[config.mk]
export PLATFORM = sky130hd
export DESIGN_NAME = encipher_block
export DESIGN_NICKNAME = d
export VERILOG_FILES = /design/src/rtl/aes_pkg.sv /design/src/rtl/sbox.sv /design/src/rtl/encipher_block.sv
export SDC_FILE = /design/constraint.sdc
export NUM_CORES = 2
export LEC_CHECK = 0
export ABC_AREA = 1
export BUFFER_PORTS_ARGS = -buffer_cell sky130_fd_sc_hd__buf_4
export CORE_MARGIN = 2
export CORE_UTILIZATION = 55
export CTS_BUF_LIST = sky130_fd_sc_hd__clkbuf_8 sky130_fd_sc_hd__clkbuf_16
export DETAILED_ROUTE_END_ITERATION = 7
export HOLD_SLACK_MARGIN = 0.03
export PLACE_DENSITY = 0.91
export SLEW_MARGIN = 20
export SYNTH_ARGS = -nofsm -noshare
export SYNTH_HDL_FRONTEND = slang
export SYNTH_SLANG_ARGS = --single-unit
[constraint.sdc]
create_clock -name clk -period 3 [get_ports clk]
set_clock_uncertainty 0.2 [all_clocks]
set_input_delay 0.45 -clock clk [delete_from_list [all_inputs] [get_ports clk]]
set_output_delay 0.45 -clock clk [all_outputs]
set_load 0.05 [all_outputs]
[src/rtl/aes_pkg.sv]
// aes_pkg: definitions shared by encipher_block and decipher_block.
//   - keylen codes and the matching round counts
//   - FSM state encoding for the iterative round engines
//   - GF(2^8) helpers (xtime, general multiply) over x^8+x^4+x^3+x+1
package aes_pkg;

    localparam logic [3:0] KEYLEN_128 = 4'd0;
    localparam logic [3:0] KEYLEN_192 = 4'd1;
    localparam logic [3:0] KEYLEN_256 = 4'd2;

    localparam logic [3:0] NR_128 = 4'd10;
    localparam logic [3:0] NR_192 = 4'd12;
    localparam logic [3:0] NR_256 = 4'd14;

    typedef enum logic [1:0] {
        ST_IDLE = 2'd0,
        ST_INIT = 2'd1,
        ST_SBOX = 2'd2,
        ST_MAIN = 2'd3
    } aes_state_e;

    function automatic logic [7:0] xtime(input logic [7:0] b);
        return {b[6:0], 1'b0} ^ (b[7] ? 8'h1b : 8'h00);
    endfunction

    function automatic logic [7:0] gf_mult(input logic [7:0] a, input logic [7:0] b);
        logic [7:0] acc;
        logic [7:0] x;
        acc = 8'h00;
        x   = a;
        for (int i = 0; i < 8; i++) begin
            if (b[i]) acc = acc ^ x;
            x = xtime(x);
        end
        return acc;
    endfunction

endpackage

[src/rtl/sbox.sv]
// sbox: 32-bit combinational forward AES S-box, four parallel byte lookups.
//   word_i : 32-bit input word
//   word_o : SubBytes(word_i), byte lanes kept in place
module sbox (
    input  logic [31:0] word_i,
    output logic [31:0] word_o
);

    // Byte 0x00 occupies the top 8 bits, byte 0xff the bottom 8 bits.
    localparam logic [2047:0] SBOX_TABLE = {
        128'h637c777bf26b6fc53001672bfed7ab76,
        128'hca82c97dfa5947f0add4a2af9ca472c0,
        128'hb7fd9326363ff7cc34a5e5f171d83115,
        128'h04c723c31896059a071280e2eb27b275,
        128'h09832c1a1b6e5aa0523bd6b329e32f84,
        128'h53d100ed20fcb15b6acbbe394a4c58cf,
        128'hd0efaafb434d338545f9027f503c9fa8,
        128'h51a3408f929d38f5bcb6da2110fff3d2,
        128'hcd0c13ec5f974417c4a77e3d645d1973,
        128'h60814fdc222a908846eeb814de5e0bdb,
        128'he0323a0a4906245cc2d3ac629195e479,
        128'he7c8376d8dd54ea96c56f4ea657aae08,
        128'hba78252e1ca6b4c6e8dd741f4bbd8b8a,
        128'h703eb5664803f60e613557b986c11d9e,
        128'he1f8981169d98e949b1e87e9ce5528df,
        128'h8ca1890dbfe6426841992d0fb054bb16
    };

    always_comb begin
        word_o = '0;
        for (int i = 0; i < 4; i++) begin
            word_o[8*i +: 8] = SBOX_TABLE[2047 - 8*int'(word_i[8*i +: 8]) -: 8];
        end
    end

endmodule

[src/rtl/encipher_block.sv]
// encipher_block: iterative AES encryption core (AES-128/192/256).
// Round keys come from an external key schedule indexed by round_number.
// Each round spends four cycles on SubBytes (one word per cycle through a
// single sbox) plus one cycle for ShiftRows/MixColumns/AddRoundKey.
//
// Ports:
//   clk          : clock, rising edge
//   reset_n      : asynchronous active-low reset
//   next         : start pulse, honoured only in IDLE
//   keylen[3:0]  : 0=AES-128, 1=AES-192, 2=AES-256, others AES-128
//   round_number : round index for the external key schedule
//   round_key    : key for round_number, valid the same cycle
//   block        : plaintext, captured in the INIT cycle
//   new_block    : state words {w0,w1,w2,w3}, w0 = bits 127:96
//   ready        : new_block holds a finished ciphertext
//
// Build option: define AES_ENC_192_EN to enable AES-192 (keylen=1, 12 rounds);
// otherwise keylen=1 runs as AES-128.
//
// state | meaning
// IDLE  | waiting for next; outputs hold last result
// INIT  | initial AddRoundKey with round key 0
// SBOX  | SubBytes on word word_q, w0..w3 over four cycles
// MAIN  | ShiftRows/(MixColumns)/AddRoundKey; final round sets ready
module encipher_block
    import aes_pkg::*;
(
    input  logic         clk,
    input  logic         reset_n,
    input  logic         next,
    input  logic [3:0]   keylen,
    output logic [3:0]   round_number,
    input  logic [127:0] round_key,
    input  logic [127:0] block,
    output logic [127:0] new_block,
    output logic         ready
);

    aes_state_e   state_q, state_d;
    logic [127:0] block_q, block_d;
    logic [3:0]   round_q, round_d;
    logic [1:0]   word_q, word_d;
    logic         ready_q, ready_d;
    logic [3:0]   nr;
    logic [31:0]  sbox_in, sbox_out;

    function automatic logic [127:0] shift_rows(input logic [127:0] s);
        logic [127:0] r;
        r = '0;
        for (int c = 0; c < 4; c++) begin
            for (int row = 0; row < 4; row++) begin
                r[127 - 8*(4*c + row) -: 8] = s[127 - 8*(4*((c + row) % 4) + row) -: 8];
            end
        end
        return r;
    endfunction

    function automatic logic [31:0] mix_word(input logic [31:0] w);
        logic [7:0] a0, a1, a2, a3;
        {a0, a1, a2, a3} = w;
        return {xtime(a0) ^ xtime(a1) ^ a1 ^ a2 ^ a3,
                a0 ^ xtime(a1) ^ xtime(a2) ^ a2 ^ a3,
                a0 ^ a1 ^ xtime(a2) ^ xtime(a3) ^ a3,
                xtime(a0) ^ a0 ^ a1 ^ a2 ^ xtime(a3)};
    endfunction

    function automatic logic [127:0] mix_columns(input logic [127:0] s);
        return {mix_word(s[127:96]), mix_word(s[95:64]),
                mix_word(s[63:32]), mix_word(s[31:0])};
    endfunction

    always_comb begin
        nr = NR_128;
`ifdef AES_ENC_192_EN
        if (keylen == KEYLEN_192) nr = NR_192;
`endif
        if (keylen == KEYLEN_256) nr = NR_256;
    end

    always_comb begin
        case (word_q)
            2'd0:    sbox_in = block_q[127:96];
            2'd1:    sbox_in = block_q[95:64];
            2'd2:    sbox_in = block_q[63:32];
            default: sbox_in = block_q[31:0];
        endcase
    end

    sbox u_sbox (
        .word_i (sbox_in),
        .word_o (sbox_out)
    );

    always_comb begin
        state_d = state_q;
        block_d = block_q;
        round_d = round_q;
        word_d  = word_q;
        ready_d = ready_q;
        case (state_q)
            ST_IDLE: begin
                if (next) begin
                    round_d = 4'd0;
                    ready_d = 1'b0;
                    state_d = ST_INIT;
                end
            end
            ST_INIT: begin
                block_d = block ^ round_key;
                word_d  = 2'd0;
                round_d = 4'd1;
                state_d = ST_SBOX;
            end
            ST_SBOX: begin
                case (word_q)
                    2'd0:    block_d[127:96] = sbox_out;
                    2'd1:    block_d[95:64]  = sbox_out;
                    2'd2:    block_d[63:32]  = sbox_out;
                    default: block_d[31:0]   = sbox_out;
                endcase
                word_d = word_q + 2'd1;
                if (word_q == 2'd3) state_d = ST_MAIN;
            end
            ST_MAIN: begin
                if (round_q < nr) begin
                    block_d = mix_columns(shift_rows(block_q)) ^ round_key;
                    round_d = round_q + 4'd1;
                    state_d = ST_SBOX;
                end else begin
                    block_d = shift_rows(block_q) ^ round_key;
                    ready_d = 1'b1;
                    state_d = ST_IDLE;
                end
            end
            default: state_d = ST_IDLE;
        endcase
    end

    always_ff @(posedge clk or negedge reset_n) begin
        if (!reset_n) begin
            state_q <= ST_IDLE;
            block_q <= '0;
            round_q <= 4'd0;
            word_q  <= 2'd0;
            ready_q <= 1'b0;
        end else begin
            state_q <= state_d;
            block_q <= block_d;
            round_q <= round_d;
            word_q  <= word_d;
            ready_q <= ready_d;
        end
    end

    assign round_number = round_q;
    assign new_block    = block_q;
    assign ready        = ready_q;

endmodule

==> impl_summary.log, run 1 <==
[metrics] Seq/Total Area, Yosys: 0.124
[metrics] first-pass GRT wire length: approximately 390,000 um
[metrics] Global Route Usage Sum: 0.960
[metrics] synthesized-area fraction occupied by xor and xnor cells: 0.141
[metrics] error that halted the flow: [ERROR GRT-0116] Global routing finished with congestion. Check the congestion regions in the DRC Viewer.
[metrics] per-instance average area after synthesis: 5.69 um^2
[metrics] share of synthesized area spent on multiplexers: 0
[metrics] fraction of the mapped netlist area in adder cells: 0.0217
[metrics] overall overflow remaining after global route: 3,003
[metrics] number of CTS-inserted buffers: 17
[metrics] main combinational cell family by area after synthesis: simple AND/OR/NAND/NOR gates
[metrics] net count of the mapped netlist: 5,174
[metrics] clk sink count: 137
[metrics] number of H-tree branching levels: 4
[metrics] basic-gate share of the synthesized area counting and, or, nand and nor cells: 0.471
[metrics] status: did not finish
[metrics] vertical die dimension: roughly 230 um
[metrics] Unique masters post-synth: 48
[metrics] vias in the first global route: 57,800
[metrics] area fraction in compound gates after synthesis: 0.129
[metrics] Post-Syn Instances: 4,863
[metrics] stage where the flow stopped: 5_1_grt
[metrics] count of warnings emitted by yosys: 0
[metrics] post-detail-place hpwl: 123,000 um
[metrics] Placed Area: 35,800 um^2
[metrics] number of standard-cell rows in the floorplan: 82
[metrics] number of cells after detailed placement: 6,242
[metrics] DP Worst Slack: -0.506 ns
[metrics] RD Place Congestion: 1.42
[metrics] die extent in x: between 200 and 250 um
[metrics] ports placed on the boundary: 396
[metrics] synthesized area: between 20,000 and 30,000 um^2
[metrics] initial cell density of the core: 0.555
[metrics] flops & latches, synth: 137
[metrics] Root Buffer Master: sky130_fd_sc_hd__clkbuf_16
[metrics] count of input and output buffers: 395
[metrics] pin count of the biggest net entering global routing: 79
[metrics] maximum number of buffers from clock root to sink: 2
## timing repair
action | CTS
hold endpoints to repair | 50
buffers inserted | 89
pin swaps | 196
gates cloned | 16
hold buffers | 1
setup endpoints to repair | 128
gates resized for setup | 765
## routing by layer
metal | track usage | overflow
met1 | 0.905 | 284
met2 | 1.08 | 1669
met3 | 0.888 | 310
met4 | 1.00 | 698
met5 | 0.807 | 42
## cells in the mapped netlist, drive strengths merged
cell type | count | area share
nand3b | 4 | 0.0011
xnor2 | 180 | 0.057
dfrtp | 137 | 0.12
nand3 | 1180 | 0.22
a21oi | 310 | 0.058
a32o | 1 | 0.00036
clkinv | 7 | 0.00095
nor3 | 2 | 0.00036
o22ai | 119 | 0.029
ha | 48 | 0.022
o31ai | 2 | 0.00054
a21o | 8 | 0.0022
o21bai | 30 | 0.011
o211ai | 6 | 0.0016
o21ai | 106 | 0.020
buf | 214 | 0.046
xor2 | 265 | 0.084
nand2 | 1213 | 0.17
o21a | 2 | 0.00054
nor2 | 435 | 0.062
a21boi | 1 | 0.00027
a31oi | 26 | 0.0059
nand4 | 33 | 0.0075
inv | 325 | 0.044
or2 | 49 | 0.011
clkbuf | 160 | 0.022
## per-stage QoR
step	util	setup TNS, ns
4_1_cts	0.813	-4.27
3_5_place_dp	0.717	-41.32
3_3_place_gp	0.717	-21.25
2_1_floorplan	-	0
## logic make-up after synthesis
| family | Yosys count |
|---|---|
| AO/OA/AOI/OAI | 611 |
| XOR/XNOR | 445 |
| adder cells (fa/ha/maj) | 48 |
| buffers and inverters | 706 |
| flip-flops | 137 |
| AND/OR/NAND/NOR | 2916 |
==> run 2: changes to the inputs <==
CORE_UTILIZATION = 40   (was 55)
CTS_BUF_LIST = default   (was sky130_fd_sc_hd__clkbuf_8 sky130_fd_sc_hd__clkbuf_16)
HOLD_SLACK_MARGIN = default   (was 0.03)
PLACE_DENSITY = default   (was 0.91)
PLACE_DENSITY_LB_ADDON = 0.15   (was default)
clock period = 3.9 ns   (was 3 ns; I/O delays follow)
==> run 2 against run 1 <==
Compared with the run above:
- the flow now finishes, with violations (design-rule violations, negative setup slack)
- area after synthesis unchanged
- synthesized cell count stayed put
==> impl_summary.log, run 2 <==
[metrics] status: finished, violations left
[metrics] failing checks: design-rule violations, negative setup slack
[metrics] CP endpoint kind: register
[metrics] drt wl/cell: 28.0 um
[metrics] category of the critical setup timing path: reg2reg
[metrics] number of max-cap violations: 0
[metrics] fillers: ~7,600
[metrics] number of remaining DRC errors: 3
[metrics] worst slew pin tran: 0.954 ns
[metrics] pin count of the biggest net entering global routing: 131
[metrics] Clk Latency, worst-skew pair: 0.47 ns
[metrics] data arrival time of the worst path: approximately 4.1 ns
[metrics] top fanout value on the critical path: 15
[metrics] achievable clock frequency: 253 MHz
[metrics] part of the cycle the worst path needs: 1.01
[metrics] first-pass GRT wire length: about 250,000 um
[metrics] sequential standard cell area: 3430 um^2
[metrics] via/cell ratio: 6.21
[metrics] remaining antenna violation count after routing: 0
[metrics] count of input and output buffers: between 300 and 400
[metrics] final worst-path setup slack: -0.0543 ns
[metrics] final count of hold timing violations: 0
[metrics] post-route insts no fill: 6,181
[metrics] post-synthesis async set-or-reset flop share: 1.00
[metrics] Placed Area: 32,900 um^2
[metrics] kind of launch point of the worst setup path: register
[metrics] HP Start: round_key[53]
[metrics] max-slew violations: 0
[metrics] number of detailed-route iterations in the first pass: 8
[metrics] core box area: 68,600 um^2
[metrics] maximum number of buffers from clock root to sink: 2
[metrics] initial cell density of the core: 0.403
[metrics] largest cells by area after synthesis: sky130_fd_sc_hd__nand3_1 (21%), sky130_fd_sc_hd__nand2_1 (16%), sky130_fd_sc_hd__dfrtp_1 (12%)
[metrics] per-instance average area after synthesis: 5.69 um^2
[metrics] commonest cells after routing, fill and taps aside: sky130_fd_sc_hd__nand3_1 (1,163), sky130_fd_sc_hd__nand2_1 (1,143), sky130_fd_sc_hd__buf_4 (687)
[metrics] cell with the most instances after synthesis: sky130_fd_sc_hd__nand3_1
[metrics] Top FF cell, synth: sky130_fd_sc_hd__dfrtp_1
[metrics] number of cells after detailed placement: 6,133
[metrics] Post-Syn Instances: about 5,000
[metrics] antenna violations before repair: 7
[metrics] endpoint of the worst register-to-register path: new_block[123]
[metrics] proportion of layout cells with a drive suffix above 1: 0.184
[metrics] number of standard-cell rows in the floorplan: between 90 and 100
[metrics] unrepaired setup endpoints after global routing: no
[metrics] post-route minimum period: a little under 4 ns
[metrics] Root Buffer Master: sky130_fd_sc_hd__clkbuf_16
[metrics] synthesized area: 27,700 um^2
[metrics] total routed wirelength: 173,000 um
[metrics] reg2reg path depth: 17
[metrics] count of warnings emitted by yosys: 0
[metrics] CP endpoint: new_block[123]
[metrics] area fraction of the dominant cell type after synthesis: 0.211
[metrics] CP required: 4.08 ns
[metrics] overall overflow remaining after global route: 0
[metrics] number of H-tree branching levels: 4
[metrics] class of the tightest hold or removal check: in2reg
[metrics] startpoint of the worst register-to-register path: word_q[0]
[metrics] Post-synth EDFFs: 0
[metrics] ports placed on the boundary: around 400
[metrics] number of CTS-inserted buffers: 17
[metrics] Reg2Reg Setup Slack: -0.05 ns
[metrics] Seq/Total Area, Yosys: 0.124
[metrics] net count of the mapped netlist: 5,174
[metrics] flip-flop count of the largest register, all copies and words added: approximately 130
[metrics] area overhead of the layout relative to synthesis: 21.6%
[metrics] commonest non-fill, non-tap cell in the layout: sky130_fd_sc_hd__nand3_1
[metrics] crit path from: word_q[0]
[metrics] Global Route Usage Sum: 0.466
[metrics] Commonest cells post-synth: sky130_fd_sc_hd__nand3_1 (1,167), sky130_fd_sc_hd__nand2_1 (1,149), sky130_fd_sc_hd__nor2_1 (415)
[metrics] post-route cell area: approximately 34,000 um^2
[metrics] RD Place Congestion: 1.05
[metrics] Post-Route Utilization: 0.490
[metrics] DR iter-0 viols: roughly 6,700
[metrics] clock-pin slew on the worst setup and hold paths: 0.07 ns
[metrics] Worst slew margin: 0.363
[metrics] overall die area: 71,300 um^2
[metrics] vertical die dimension: 267 um
[metrics] Final #Nets: 5,542
[metrics] endpoints failing setup: 3
[metrics] CTS tree: yes
[metrics] die extent in x: 267 um
[metrics] flops & latches, synth: approximately 140
[metrics] Unique masters post-synth: 48
[metrics] area of the multi-input gates: 21,300 um^2
[metrics] clk sink count: 137
[metrics] vias in the first global route: roughly 35,000
[metrics] post-detail-place hpwl: 131,000 um
[metrics] via total after detailed routing: 38,400
[metrics] cell type with the highest aggregate area in the netlist: sky130_fd_sc_hd__nand3_1
[metrics] Post-Route Setup TNS: -0.0738 ns
-- run 2: cell counts after synthesis --
No cell type changed its count.
-- run 2: final cells by class --
cell class	instances	area share
multi-input cells	4020	0.632
repair buffers	723	0.174
flip-flops and latches	137	0.102
inverters	332	0.0374
well taps	931	0.0346
clock buffers	19	0.0135
clock inverters	13	0.00536
diodes	6	0.000447
-- run 2: how the worst min path moves through the flow --
| stage | end | slack (ns) | cells after the start |
|---|---|---|---|
| after detailed placement | ready | 0.28 | 2 |
| after global placement | ready | 0.29 | 2 |
| after floorplan | new_block[0] | 0.09 | 0 |
| after global routing | new_block[53] | 0.27 | 4 |
| final | new_block[53] | 0.27 | 4 |
| after CTS | new_block[53] | 0.25 | 4 |
-- run 2: cells by family after synthesis --
group,synth area share
AND/OR/NAND/NOR,0.471
buffers and inverters,0.113
AO/OA/AOI/OAI,0.129
XOR/XNOR,0.141
flip-flops,0.124
adder cells (fa/ha/maj),0.0217
-- run 2: repair_timing --
| item | 4_1_cts | 5_1_grt |
|---|---|---|
| hold buffers | 1 | 0 |
| resized for setup | 0 | 14 |
| buffers inserted | 0 | 9 |
| hold endpoints to repair | 3 | 0 |
| setup endpoints to repair | 0 | 41 |
-- run 2: per-stage QoR --
| step | hold slack [ns] | setup WS (ns) |
|---|---|---|
| after floorplan | 0.0894 | 0.857 |
| after global placement | 0.292 | 0.160 |
| after detailed placement | 0.281 | 0.203 |
| after CTS | 0.249 | 0.175 |
| after global routing | 0.270 | 0.00109 |
| final | 0.267 | -0.0543 |
-- run 2: per-layer routing --
| layer | GRT usage | share of wire |
|---|---|---|
| met1 | 0.610 | 0.38 |
| met2 | 0.683 | 0.41 |
| met4 | 0.254 | 0.070 |
| met3 | 0.136 | 0.14 |
| met5 | 0 | 0.00012 |
-- run 2: critical path, cell delays in order, from the launching register on --
cell	delay, ns
sky130_fd_sc_hd__dfrtp_1	0.42
sky130_fd_sc_hd__inv_1	0.13
sky130_fd_sc_hd__ha_1	0.26
sky130_fd_sc_hd__buf_12	0.17
sky130_fd_sc_hd__nand2_1	0.12
sky130_fd_sc_hd__nand2_1	0.16
sky130_fd_sc_hd__o21bai_4	0.21
sky130_fd_sc_hd__buf_4	0.20
sky130_fd_sc_hd__nor2_1	0.53
sky130_fd_sc_hd__nand2_1	0.34
sky130_fd_sc_hd__a21oi_1	0.29
sky130_fd_sc_hd__nor2_1	0.08
sky130_fd_sc_hd__nor2_1	0.13
sky130_fd_sc_hd__nor2_1	0.06
sky130_fd_sc_hd__nand2_1	0.13
sky130_fd_sc_hd__nand3_2	0.11
sky130_fd_sc_hd__buf_12	0.16
sky130_fd_sc_hd__a21oi_1	0.16
Power of run 2 is left out: the tool's default activity adds up to more than one toggle a clock period on the data nets, which glitch-free logic cannot reach.
